## config.mk

```make
export PLATFORM = sky130hd
export DESIGN_NAME = synth_param_loader
export DESIGN_NICKNAME = d
export VERILOG_FILES = /design/src/rtl/synth_ctrl_pkg.sv /design/src/rtl/synth_frame_rx.sv /design/src/rtl/synth_param_loader.sv
export SDC_FILE = /design/constraint.sdc
export NUM_CORES = 1
export LEC_CHECK = 0
export ABC_AREA = 1
export BUFFER_PORTS_ARGS = -buffer_cell sky130_fd_sc_hd__buf_2
export CORE_UTILIZATION = 52
export DETAILED_ROUTE_END_ITERATION = 10
export GPL_ROUTABILITY_DRIVEN = 0
export PLACE_DENSITY = 0.69
export SETUP_SLACK_MARGIN = 0.2
export SYNTH_ARGS = -nofsm -noshare
export SYNTH_HDL_FRONTEND = slang
export SYNTH_SLANG_ARGS = --single-unit
```

## constraint.sdc

```tcl
create_clock -name clk -period 3.85 [get_ports clk]
set_input_delay 0.5775 -clock clk [delete_from_list [all_inputs] [get_ports clk]]
set_output_delay 0.5775 -clock clk [all_outputs]
set_load 0.03 [all_outputs]
```

## src/rtl/synth_ctrl_pkg.sv

```systemverilog
`default_nettype none
// +----------------------------------------------------------------------------+
// | Module      : synth_ctrl_pkg                                               |
// | Description : Shared definitions for the synthesizer parameter loader:     |
// |               loader state encoding and payload field layout.              |
// | Revision    : 1.0 - initial release                                        |
// +----------------------------------------------------------------------------+
package synth_ctrl_pkg;

  typedef enum logic [1:0] {
    ST_IDLE    = 2'd0,
    ST_PAYLOAD = 2'd1,
    ST_APPLY   = 2'd2,
    ST_START   = 2'd3
  } state_t;

  // Payload word layout (little-endian, P0 = W[7:0])
  localparam int TYPE_LSB      = 0;
  localparam int TYPE_W        = 2;
  localparam int FC_LSB        = 2;
  localparam int FC_W          = 32;
  localparam int TI_LSB        = 34;
  localparam int TI_W          = 10;
  localparam int TP_LSB        = 44;
  localparam int TP_W          = 13;
  localparam int NI_LSB        = 57;
  localparam int NI_W          = 5;
  localparam int DEV_LSB       = 62;
  localparam int DEV_W         = 22;
  localparam int PAYLOAD_BYTES = 11;
  localparam int PAYLOAD_BITS  = 8 * PAYLOAD_BYTES;
  // Bits that carry parameters; the top nibble of the payload is reserved.
  localparam int FIELD_BITS    = DEV_LSB + DEV_W;

endpackage
`default_nettype wire

```

## src/rtl/synth_frame_rx.sv

```systemverilog
`default_nettype none
// +----------------------------------------------------------------------------+
// | Module      : synth_frame_rx                                               |
// | Description : Frame body receiver. Shifts payload bytes into a shadow      |
// |               register, accumulates the XOR checksum, tracks the byte      |
// |               count and the inter-byte timeout.                            |
// | Ports       : i_clear     - sync byte accepted, start a new frame           |
// |               i_byte_en   - a frame byte (payload or checksum) accepted     |
// |               i_active    - loader is inside a frame (timeout runs)         |
// |               o_frame_good/o_frame_bad - single-cycle frame verdicts        |
// |               o_shadow    - received parameter bits                         |
// | Revision    : 1.0 - initial release                                        |
// +----------------------------------------------------------------------------+
module synth_frame_rx
  import synth_ctrl_pkg::*;
#(
  parameter int unsigned TIMEOUT_CYCLES = 100000
) (
  input  logic                  clk,
  input  logic                  rst_n,
  input  logic [7:0]            i_data,
  input  logic                  i_clear,
  input  logic                  i_byte_en,
  input  logic                  i_active,
  output logic                  o_frame_good,
  output logic                  o_frame_bad,
  output logic [FIELD_BITS-1:0] o_shadow
);

  localparam int              c_TO_W   = $clog2(TIMEOUT_CYCLES + 1);
  localparam logic [c_TO_W-1:0] c_TO_MAX = c_TO_W'(TIMEOUT_CYCLES);

  logic [3:0]              r_cnt;
  logic [7:0]              r_xor;
  logic [PAYLOAD_BITS-1:0] r_shadow;
  logic [c_TO_W-1:0]       r_to_cnt;

  logic              w_csum_phase;
  logic [c_TO_W-1:0] w_to_inc;
  logic              w_timeout;

  // Once all payload bytes are in, the next accepted byte is the checksum.
  assign w_csum_phase = (r_cnt == 4'(PAYLOAD_BYTES));
  assign w_to_inc     = r_to_cnt + c_TO_W'(1);
  // Timeout fires on the edge where the idle count would reach the limit;
  // an accepted byte on that same edge wins.
  assign w_timeout    = i_active && !i_byte_en && (w_to_inc == c_TO_MAX);

  assign o_frame_good = i_byte_en && w_csum_phase && (i_data == r_xor);
  assign o_frame_bad  = (i_byte_en && w_csum_phase && (i_data != r_xor)) || w_timeout;
  assign o_shadow     = r_shadow[FIELD_BITS-1:0];

  always_ff @(posedge clk or negedge rst_n) begin
    if (!rst_n) begin
      r_cnt    <= '0;
      r_xor    <= '0;
      r_shadow <= '0;
      r_to_cnt <= '0;
    end else if (i_clear) begin
      r_cnt    <= '0;
      r_xor    <= '0;
      r_to_cnt <= '0;
    end else if (i_byte_en) begin
      r_to_cnt <= '0;
      if (w_csum_phase) begin
        r_cnt <= '0;
      end else begin
        // New bytes enter at the top so P0 ends up in the low byte.
        r_shadow <= {i_data, r_shadow[PAYLOAD_BITS-1:8]};
        r_xor    <= r_xor ^ i_data;
        r_cnt    <= r_cnt + 4'd1;
      end
    end else if (i_active && (r_to_cnt != c_TO_MAX)) begin
      r_to_cnt <= w_to_inc;
    end
  end

endmodule
`default_nettype wire

```

## src/rtl/synth_param_loader.sv

```systemverilog
`default_nettype none
// +----------------------------------------------------------------------------+
// | Module      : synth_param_loader                                           |
// | Description : Host-side command frame loader for the synthesizer. Accepts  |
// |               SYNC + 11 payload bytes + XOR checksum, then atomically      |
// |               updates the parameter bus and optionally pulses the start.   |
// | Ports       : i_rx_data/i_rx_valid/o_rx_ready - byte stream handshake      |
// |               o_signal_type..o_deviation - parameter bus                   |
// |               o_sign_start_gen - generation start pulse                    |
// |               o_frame_ok/o_frame_err - frame status pulses                 |
// | Revision    : 1.0 - initial release                                        |
// +----------------------------------------------------------------------------+
module synth_param_loader
  import synth_ctrl_pkg::*;
#(
  parameter logic [7:0]  SYNC_BYTE      = 8'hA5,
  parameter int unsigned TIMEOUT_CYCLES = 100000,
  parameter bit          AUTO_START     = 1'b1
) (
  input  logic              clk,
  input  logic              rst_n,
  input  logic [7:0]        i_rx_data,
  input  logic              i_rx_valid,
  output logic              o_rx_ready,
  output logic [TYPE_W-1:0] o_signal_type,
  output logic [FC_W-1:0]   o_f_carrier,
  output logic [TI_W-1:0]   o_t_impulse,
  output logic [TP_W-1:0]   o_t_period,
  output logic [NI_W-1:0]   o_num_of_imp,
  output logic [DEV_W-1:0]  o_deviation,
  output logic              o_sign_start_gen,
  output logic              o_frame_ok,
  output logic              o_frame_err
);

  state_t r_state;
  state_t w_state_nxt;

  logic              r_rx_ready;
  logic [TYPE_W-1:0] r_signal_type;
  logic [FC_W-1:0]   r_f_carrier;
  logic [TI_W-1:0]   r_t_impulse;
  logic [TP_W-1:0]   r_t_period;
  logic [NI_W-1:0]   r_num_of_imp;
  logic [DEV_W-1:0]  r_deviation;
  logic              r_start;
  logic              r_frame_ok;
  logic              r_frame_err;

  logic                  w_accept;
  logic                  w_sync;
  logic                  w_byte_en;
  logic                  w_active;
  logic                  w_frame_good;
  logic                  w_frame_bad;
  logic                  w_rdy_nxt;
  logic [FIELD_BITS-1:0] w_shadow;

  assign w_accept  = i_rx_valid && r_rx_ready;
  assign w_sync    = (r_state == ST_IDLE) && w_accept && (i_rx_data == SYNC_BYTE);
  assign w_active  = (r_state == ST_PAYLOAD);
  assign w_byte_en = w_active && w_accept;

  synth_frame_rx #(
    .TIMEOUT_CYCLES (TIMEOUT_CYCLES)
  ) u_frame_rx (
    .clk          (clk),
    .rst_n        (rst_n),
    .i_data       (i_rx_data),
    .i_clear      (w_sync),
    .i_byte_en    (w_byte_en),
    .i_active     (w_active),
    .o_frame_good (w_frame_good),
    .o_frame_bad  (w_frame_bad),
    .o_shadow     (w_shadow)
  );

  always_comb begin
    w_state_nxt = r_state;
    case (r_state)
      ST_IDLE:    if (w_sync) w_state_nxt = ST_PAYLOAD;
      ST_PAYLOAD: begin
        if (w_frame_good)     w_state_nxt = ST_APPLY;
        else if (w_frame_bad) w_state_nxt = ST_IDLE;
      end
      ST_APPLY:   w_state_nxt = AUTO_START ? ST_START : ST_IDLE;
      ST_START:   w_state_nxt = ST_IDLE;
      default:    w_state_nxt = ST_IDLE;
    endcase
  end

  // Ready is registered from the next state so it is low during reset and
  // glitch-free toward the byte source.
  assign w_rdy_nxt = (w_state_nxt == ST_IDLE) || (w_state_nxt == ST_PAYLOAD);

  always_ff @(posedge clk or negedge rst_n) begin
    if (!rst_n) begin
      r_state <= ST_IDLE;
    end else begin
      r_state <= w_state_nxt;
    end
  end

  always_ff @(posedge clk or negedge rst_n) begin
    if (!rst_n) begin
      r_rx_ready    <= 1'b0;
      r_signal_type <= '0;
      r_f_carrier   <= '0;
      r_t_impulse   <= '0;
      r_t_period    <= '0;
      r_num_of_imp  <= '0;
      r_deviation   <= '0;
      r_start       <= 1'b0;
      r_frame_ok    <= 1'b0;
      r_frame_err   <= 1'b0;
    end else begin
      r_rx_ready  <= w_rdy_nxt;
      r_frame_ok  <= (r_state == ST_APPLY);
      // Start lags the parameter update by one cycle so the bus is settled.
      r_start     <= (r_state == ST_START);
      r_frame_err <= w_frame_bad;
      if (r_state == ST_APPLY) begin
        r_signal_type <= w_shadow[TYPE_LSB +: TYPE_W];
        r_f_carrier   <= w_shadow[FC_LSB   +: FC_W];
        r_t_impulse   <= w_shadow[TI_LSB   +: TI_W];
        r_t_period    <= w_shadow[TP_LSB   +: TP_W];
        r_num_of_imp  <= w_shadow[NI_LSB   +: NI_W];
        r_deviation   <= w_shadow[DEV_LSB  +: DEV_W];
      end
    end
  end

  assign o_rx_ready       = r_rx_ready;
  assign o_signal_type    = r_signal_type;
  assign o_f_carrier      = r_f_carrier;
  assign o_t_impulse      = r_t_impulse;
  assign o_t_period       = r_t_period;
  assign o_num_of_imp     = r_num_of_imp;
  assign o_deviation      = r_deviation;
  assign o_sign_start_gen = r_start;
  assign o_frame_ok       = r_frame_ok;
  assign o_frame_err      = r_frame_err;

endmodule
`default_nettype wire
```

==> results.toml, run 1 <==
[status]
outcome = "complete, no violations"

[synthesis]
synth_xor_area_share_pct = 1.24
synth_edf_count = 0
ys_seq_area_share_pct = 60.9
synth_top_area_cell = "dfrtp_1"
synth_area_um2 = 8500
synth_cell_types = 27
syn_inst = 941
synth-adder-area-share_pct = 0.589
synth_top_family_by_area = "simple AND/OR/NAND/NOR gates"
syn_nets = 956
synth.area.mux_share_pct = 0
synth.ff_latch_count = 207
ys.flop_type = "dfrtp_1"
synthSimpleGateAreaFrac_pct = 18.6
synth.avg_cell_area_um2 = 9.03
synth_most_common_cell = "nand2_1"
synth-compound-area-share_pct = 10.6
synthDominantCellAreaShare_pct = 60.9
ys_warn_count = 0
async_flop_share_pct = 100
synthTopCellsByArea = "dfrtp_1 61%, nand2_1 13%, o21ai_1 5.5%, inv_1 4.9%, o21ai_0 4.3%"
synthTopCellsByCount = "297 x nand2_1, 207 x dfrtp_1, 110 x inv_1"

[finish]
n_fill_cell = 1369
final_nets = 1042
final_layout_size_suffix_gt1_share_pct = 14.7
diodes = 0
stdcell_count = 1255
final_area_um2 = 9820
syn_to_final_growth_pct = 15.5
final_core_util_pct = 61.6

[place]
dpl.hpwl_mm = 11.3
dp_cells = 1219
port_buffers = 98
place_ws_ns = 1.54
dpl_cell_area_um2 = 9100

[clock_tree]
cts.sinks = 207
h-tree-depth = 1
clockBufferDepth = 3
cts_made_buffers = 22
cts_setup_buffers = 0
clk_latency_ns = 0.49
clk_pin_slew_ns = 0.06
cts_root_buf = "clkbuf_16"
cts_tree = "done"
hold_buffers = 0
ctsResizeCount = 0

[drt]
viasPerCell = 4.90
vias = 6150
drc = 0
firstDrtPassIters = 5
ant_nets = 0
wl_per_cell_um = 13.7
drt_iter0_markers = 396
totalWireLength_mm = 17.1

[grt]
busiest_layer = "met2"
grt_use_met3_pct = 3.16
overflow = 0
grtUsageMet2_pct = 33.6
antenna_found_initial = 0
grt_pass1_vias = 5771
use_met1_pct = 30.4
grt_pass1_wl_mm = 28.3
grt_util_all_layers_pct = 21.1
grt_max_degree = 112

[floorplan]
die_height_um = 130
io_pins = 99
fp-row-count = 46
die-area_um2 = 16900
core-area_um2 = 15900
initial_core_util_pct = 53.3
die_width_um = 130

[timing]
period_minus_slack_ns = 2.26
finalSetupViolations = 0
skew_ns = 0.00942
period_share_pct = 58.6
setup_slack_ns = 1.59
hold_viol = 0
drv_slew = 0
grt_setup_unrepaired = "false"
fin_tns_setup_ns = 0
fmax_mhz = 443
timing.hold.ws_ns = 0.161
slew-limit-headroom_pct = 40.1
worst_pin_slew_ns = 0.898

[power]
leakagePower_nw = 4.85
ir_drop_v = 0.000388
power.total_mw = 5.02
p_per_area_nw_per_um2 = 511

[setup_path]
rr_worst_depth = 6
required_ns = 4.26
critPathMaxStageDelay_ns = 0.66
r2r_slack_ns = 1.59
cp-start-kind = "register"
critPathArrivalTime_ns = 2.67
slowest_stage = "nand2_4"
path_class = "reg -> reg"
worstPathCellList = "ha_1, nand3_1, nand2_4, buf_12, nand2_1, o21ai_1"
crit_fanout = 111
end_kind = "register"

[job]
cap_violations = 0

[hold_path]
hp-class = "in -> async"
-- worst max-delay path: cells and delay by family, from the launching register on --
| family | cells | cell delay [ns] |
|---|---|---|
| simple gates | 3 | 0.99 |
| buf+inv | 1 | 0.43 |
| flops | 1 | 0.38 |
| fa+ha+maj | 1 | 0.20 |
| compound gates | 1 | 0.11 |
-- logic make-up after synthesis --
| group | Yosys count |
|---|---|
| AOI/OAI and AO/OA | 177 |
| xor gates and xnor gates | 12 |
| adders and majority gates | 4 |
| buffers and inverters | 155 |
| DFF | 207 |
| and+or+nand+nor | 386 |
-- final timing paths --
path / end / start
setup / recovery: u_frame_rx.r_shadow[4]$_DFFE_PN0P_ / u_frame_rx.r_cnt[0]$_DFFE_PN0P_
hold / removal: o_t_period[7]$_DFFE_PN0P_ / rst_n
setup reg to reg: u_frame_rx.r_shadow[4]$_DFFE_PN0P_ / u_frame_rx.r_cnt[0]$_DFFE_PN0P_
hold reg to reg: o_signal_type[0]$_DFFE_PN0P_ / o_signal_type[0]$_DFFE_PN0P_
max in group asynchronous: o_f_carrier[27]$_DFFE_PN0P_ / rst_n
min in group clk: u_frame_rx.r_shadow[85]$_DFFE_PN0P_ / i_rx_data[5]
-- layout make-up --
cell class | instances | area, um^2 | share of cell area, %
clock buffer | 31 | 666 | 6.78
clock inverter | 5 | 50.0 | 0.510
inverter | 114 | 430 | 4.38
multi-input combinational | 579 | 2650 | 27.0
sequential | 207 | 5180 | 52.8
tap | 216 | 270 | 2.75
timing repair buffer | 103 | 574 | 5.85
-- power breakdown --
| part | leakage (nW) | total, mW | switching (mW) | internal (mW) |
|---|---|---|---|---|
| registers | 2.83 | 2.50 | 0.125 | 2.37 |
| clock network | 0.359 | 2.06 | 0.800 | 1.26 |
| logic | 1.66 | 0.465 | 0.297 | 0.168 |
-- metal layers --
metal  part of all wire, %  up-vias
li1                      -     3147
met2                    46      131
met5                     0        -
met3                   4.1       20
met4                   1.6        0
met1                    48     2852
-- registers in the layout (all words and copies together), names as in the netlist --
name / cells
o_num_of_imp: 5
r_state: 2
o_t_period: 13
u_frame_rx.r_xor: 8
o_frame_err: 1
o_signal_type: 2
o_frame_ok: 1
o_sign_start_gen: 1
u_frame_rx.r_cnt: 4
o_deviation: 22
u_frame_rx.r_shadow: 88
o_f_carrier: 32
u_frame_rx.r_to_cnt: 17
o_rx_ready: 1
o_t_impulse: 10
-- layout by cell type (no fill, tap or decap), drive strengths merged, types with 3 or more instances in the layout --
cell type	Yosys	routed
ha	4	4
nor4	5	5
a21oi	7	7
clkbuf	9	32
nor2	37	37
xnor2	7	7
nand3	31	31
nor3	3	3
inv	114	114
dfrtp	207	207
xor2	5	5
o21ai	167	167
nand2	299	299
buf	32	102
clkinv	0	4
nand4	10	10
(Power assumes the default switching activity.)
==> inputs of run 2 (changes only) <==
--- a/config.mk
+++ b/config.mk
@@ -10,7 +10,7 @@
 export CORE_UTILIZATION = 52
 export DETAILED_ROUTE_END_ITERATION = 10
 export GPL_ROUTABILITY_DRIVEN = 0
-export PLACE_DENSITY = 0.69
+export PLACE_DENSITY = 0.72
 export SETUP_SLACK_MARGIN = 0.2
 export SYNTH_ARGS = -nofsm -noshare
 export SYNTH_HDL_FRONTEND = slang
==> constraint.sdc (replaced) <==
create_clock -name clk -period 1.9 [get_ports clk]
set_input_delay 0.285 -clock clk [delete_from_list [all_inputs] [get_ports clk]]
set_output_delay 0.285 -clock clk [all_outputs]
set_load 0.03 [all_outputs]
==> results.toml, run 2 (synthesis gave the netlist of run 1 again) <==
[status]
outcome = "complete, no violations"

[drt]
viasPerCell = 5.09
drt_iter0_markers = 449
drc = 0
firstDrtPassIters = 5
vias = 6557
wl_per_cell_um = 14.1
totalWireLength_mm = 18.1
ant_nets = 0

[setup_path]
end_kind = "register"
critPathArrivalTime_ns = 2.14
path_class = "reg -> reg"
cp-start-kind = "register"
crit_fanout = 7
required_ns = 2.28

[floorplan]
io_pins = 99
initial_core_util_pct = 53.3
fp-row-count = 46
die_width_um = 130
die-area_um2 = 16900
die_height_um = 130
core-area_um2 = 15900

[finish]
final_core_util_pct = 64.9
final_layout_size_suffix_gt1_share_pct = 20.5
final_area_um2 = 10300
final_cell_mix = "279 x nand2_1, 203 x dfrtp_1, 108 x inv_1"
largest_reg_flops = 88
regMostFlops = "u_frame_rx.r_shadow"
final_common_cell = "nand2_1"
syn_to_final_growth_pct = 21.7
n_fill_cell = 1306
diodes = 0
final_nets = 1074

[clock_tree]
clk_latency_ns = 0.50
cts.sinks = 207
cts_tree = "done"
cts_root_buf = "clkbuf_16"
clockBufferDepth = 3
clk_pin_slew_ns = 0.06
cts_made_buffers = 22
h-tree-depth = 1

[timing]
period_share_pct = 92.5
fmax_mhz = 569
worst_pin_slew_ns = 0.495
drv_slew = 0
hold_viol = 0
finalSetupViolations = 0
grt_setup_unrepaired = "true"
period_minus_slack_ns = 1.76
setup_slack_ns = 0.142
slew-limit-headroom_pct = 67.0
skew_ns = 0.0211
fin_tns_setup_ns = 0

[power]
power.total_mw = 10.3
leakagePower_nw = 5.09
p_per_area_nw_per_um2 = 998
ir_drop_v = 0.000764

[grt]
overflow = 0
grt_pass1_vias = 5979
grt_util_all_layers_pct = 22.2
grt_pass1_wl_mm = 29.5
antenna_found_initial = 0
grt_max_degree = 61

[place]
dpl.hpwl_mm = 12.1
dpl_cell_area_um2 = 9360
place_ws_ns = 0.123
port_buffers = 98

[job]
cap_violations = 0

[hold_path]
hp-class = "in -> reg"
[run 2: power by group]
group | total, mW | internal [mW] | switching, mW
sequential | 5.07 | 4.80 | 0.265
combinational | 1.21 | 0.502 | 0.707
clock | 4.05 | 2.35 | 1.70
total | 10.3 | 7.66 | 2.67
[run 2: worst paths after layout]
path,from,end,slack (ns),depth (start not counted)
max in group asynchronous,rst_n,u_frame_rx.r_to_cnt[2]$_DFFE_PN0P_,0.89,3
hold / removal,i_rx_data[1],u_frame_rx.r_shadow[81]$_DFFE_PN0P_,0.12,3
min in group asynchronous,rst_n,o_deviation[0]$_DFFE_PN0P_,0.32,2
hold reg to reg,u_frame_rx.r_shadow[7]$_DFFE_PN0P_,o_f_carrier[5]$_DFFE_PN0P_,0.46,2
setup / recovery,u_frame_rx.r_to_cnt[1]$_DFFE_PN0P_,u_frame_rx.r_to_cnt[11]$_DFFE_PN0P_,0.14,11
setup reg to reg,u_frame_rx.r_to_cnt[1]$_DFFE_PN0P_,u_frame_rx.r_to_cnt[11]$_DFFE_PN0P_,0.14,11
[run 2: timing repair]
action	in CTS	in global routing
hold endpoints to repair	52	0
setup buffers	5	9
hold buffers	1	0
gates cloned	0	1
gates resized for setup	1	48
endpoints found under the setup margin	2	96
pin swaps	0	25
[run 2: layer usage]
metal  track usage (%)  up-vias  routed length, um
li1                  -     3221                  -
met1              32.2     3126               8500
met2              34.9      181               8410
met3              3.24       29                802
met4              6.36        0                397
met5                 0        -                  0
[run 2: layout make-up]
class	instances	area (um^2)	area share (%)
sequential	207	5180	50.1
timing repair buffer	135	973	9.41
inverter	114	433	4.18
clock buffer	28	633	6.12
tap	216	270	2.61
clock inverter	9	65.1	0.629
multi-input combinational	579	2790	26.9
[run 2: stage by stage]
| stage | hold WS (ns) | instances |
|---|---|---|
| after floorplan | -0.0106 | 941 |
| after global placement | 0.299 | 1235 |
| after detailed placement | 0.295 | 1235 |
| after CTS | 0.105 | 1278 |
| after global routing | 0.126 | 1288 |
| final | 0.118 | 1288 |
[run 2: critical path, stage by stage, from the launching register on]
cell     delay (ns)
dfrtp_2        0.44
buf_6          0.14
inv_4          0.05
ha_4           0.11
nand4_1        0.07
nor4_1         0.23
nand2_1        0.15
nand2_2        0.13
nor2_4         0.06
buf_6          0.15
nand2_1        0.06
nand2_1        0.05
==> inputs of run 3 (changes only) <==
--- a/config.mk
+++ b/config.mk
@@ -7,11 +7,13 @@
 export LEC_CHECK = 0
 export ABC_AREA = 1
 export BUFFER_PORTS_ARGS = -buffer_cell sky130_fd_sc_hd__buf_2
+export CORE_ASPECT_RATIO = 1.5
 export CORE_UTILIZATION = 52
 export DETAILED_ROUTE_END_ITERATION = 10
 export GPL_ROUTABILITY_DRIVEN = 0
 export PLACE_DENSITY = 0.72
 export SETUP_SLACK_MARGIN = 0.2
+export SLEW_MARGIN = 30
 export SYNTH_ARGS = -nofsm -noshare
 export SYNTH_HDL_FRONTEND = slang
 export SYNTH_SLANG_ARGS = --single-unit
==> results.toml, run 3 (synthesis gave the netlist of run 1 again) <==
[status]
outcome = "complete, no violations"

[power]
power.total_mw = 10.7
power.share.sequential_pct = 47.4
pwr-share-clk_pct = 41.8
leakagePower_nw = 5.04
p_sw_mw = 2.62
switching_share_pct = 24.4
power.internal_mw = 8.10
p_per_area_nw_per_um2 = 1040
ir_drop_v = 0.000893
p_comb_share_pct = 10.8

[finish]
multiInputGateArea_um2 = 2810
final_core_util_pct = 65.1
n_fill_cell = 1294
final_cell_mix = "280 x nand2_1, 199 x dfrtp_1, 108 x inv_1"
final-seq-area_um2 = 5190
stdcell_count = 1269
diodes = 0
largest_reg_flops = 88
final_nets = 1067
final_common_cell = "nand2_1"
final_layout_size_suffix_gt1_share_pct = 20.5
regMostFlops = "u_frame_rx.r_shadow"
syn_to_final_growth_pct = 21.3

[timing]
hold_viol = 0
drv_slew = 0
finalSetupViolations = 0
worst_pin_slew_ns = 0.474
skew_ns = 0.0122
period_minus_slack_ns = 1.76
setup_slack_ns = 0.136
fmax_mhz = 567
period_share_pct = 92.8
slew-limit-headroom_pct = 68.1
fin_tns_setup_ns = 0
grt_setup_unrepaired = "true"

[place]
dpl.hpwl_mm = 12.3
place_ws_ns = 0.0886
dp_cells = 1217
port_buffers = 98

[clock_tree]
clockBufferDepth = 3
clk_pin_slew_ns = 0.06
cts_made_buffers = 20
cts_root_buf = "clkbuf_16"
clk_latency_ns = 0.48
h-tree-depth = 1
cts.sinks = 207
cts_tree = "done"

[grt]
grt_pass1_vias = 5970
grt_util_all_layers_pct = 21.9
overflow = 0
grt_pass1_wl_mm = 29.3
antenna_found_initial = 0
grt_max_degree = 70

[setup_path]
r2r_slack_ns = 0.14
crit_fanout = 6
cp-start-kind = "register"
rr_worst_depth = 9
required_ns = 2.32
r2r_end = "u_frame_rx.r_to_cnt[1]$_DFFE_PN0P_"
critPathArrivalTime_ns = 2.19
timing.rr.start = "u_frame_rx.r_to_cnt[0]$_DFFE_PN0P_"
path_class = "reg -> reg"
end_kind = "register"

[drt]
ant_nets = 0
vias = 6402
drt_iter0_markers = 423
drc = 0
viasPerCell = 5.04
wl_per_cell_um = 14.7
firstDrtPassIters = 5
totalWireLength_mm = 18.7

[floorplan]
fp-row-count = 56
die_height_um = 159
core-area_um2 = 15800
die_width_um = 106
die-area_um2 = 16900
io_pins = 99
initial_core_util_pct = 53.7

[job]
cap_violations = 0

[hold_path]
min_path_cells = 3
worstHoldEndpoint = "u_frame_rx.r_shadow[86]$_DFFE_PN0P_"
worstHoldStart = "i_rx_data[6]"
hp-class = "in -> reg"
-- run 3: cell count changes in the layout (fill, tap and decap cells not counted), moves of 2 or more --
cell / before / now
buf_12: 14 / 10
buf_6: 5 / 2
bufinv_16: 0 / 5
clkbuf_1: 0 / 3
clkbuf_8: 7 / 4
clkinv_2: 5 / 3
clkinvlp_4: 2 / 0
dfrtp_1: 203 / 199
dfrtp_2: 4 / 8
nand2_2: 17 / 19
nor2_2: 2 / 5
nor2_4: 9 / 7
-- run 3: what timing repair did --
item | in CTS | in global routing
buffers inserted | 5 | 7
endpoints found under the hold margin | 43 | 0
resized for setup | 1 | 49
setup endpoints to repair | 18 | 109
hold buffers | 1 | 0
gates cloned | 0 | 3
pin swaps | 2 | 25
-- run 3: power groups by stage --
stage / Clock [mW] / Combinational (mW) / Sequential, mW
3_5_place_dp: 0 / 1.00 / 5.13
2_1_floorplan: 0 / 0.713 / 5.06
5_1_grt: 4.75 / 1.32 / 5.13
3_3_place_gp: 0 / 0.965 / 5.10
4_1_cts: 4.57 / 1.06 / 5.04
6_report: 4.48 / 1.16 / 5.08
-- run 3: layout make-up --
cell class	count	share of cell area, %
repair buffers	128	8.50
flip-flops and latches	207	50.3
inverters	114	4.20
clock inverters	9	1.71
well taps	203	2.46
clock buffers	27	5.60
multi-input cells	581	27.2
-- run 3: through the flow --
stage	instance area, um^2	hold slack (ns)
2_1_floorplan	8500	-0.0106
3_3_place_gp	9250	0.264
3_5_place_dp	9250	0.258
4_1_cts	10100	0.112
5_1_grt	10300	0.128
6_report	10300	0.123
-- run 3: metal layers --
layer | vias up | wire length (um) | track usage [%]
li1 | 3197 | - | -
met4 | 0 | 410 | 6.48
met5 | - | 0 | 0
met2 | 163 | 9660 | 39.4
met1 | 3006 | 7760 | 27.4
met3 | 36 | 823 | 2.87
-- run 3: critical path, cell delays in order, from the launching register on --
cell     delay, ns
dfrtp_2       0.46
inv_2         0.10
ha_4          0.13
nand4_1       0.09
nor4_2        0.23
nand2_1       0.17
a21oi_4       0.21
buf_4         0.18
nand2_1       0.07
nand2_1       0.06
-- run 3: how the worst max path moves through the flow --
stage,slack (ns),cells after the start,start,end
after floorplan,0.33,10,u_frame_rx.r_to_cnt[0]$_DFFE_PN0P_,u_frame_rx.r_to_cnt[3]$_DFFE_PN0P_
after global placement,0.19,12,u_frame_rx.r_to_cnt[1]$_DFFE_PN0P_,r_state[0]$_DFF_PN0_
after detailed placement,0.09,12,u_frame_rx.r_to_cnt[1]$_DFFE_PN0P_,r_state[0]$_DFF_PN0_
after CTS,0.16,12,u_frame_rx.r_to_cnt[0]$_DFFE_PN0P_,r_state[0]$_DFF_PN0_
after global routing,0.02,11,u_frame_rx.r_to_cnt[7]$_DFFE_PN0P_,r_state[0]$_DFF_PN0_
final,0.14,9,u_frame_rx.r_to_cnt[0]$_DFFE_PN0P_,u_frame_rx.r_to_cnt[1]$_DFFE_PN0P_
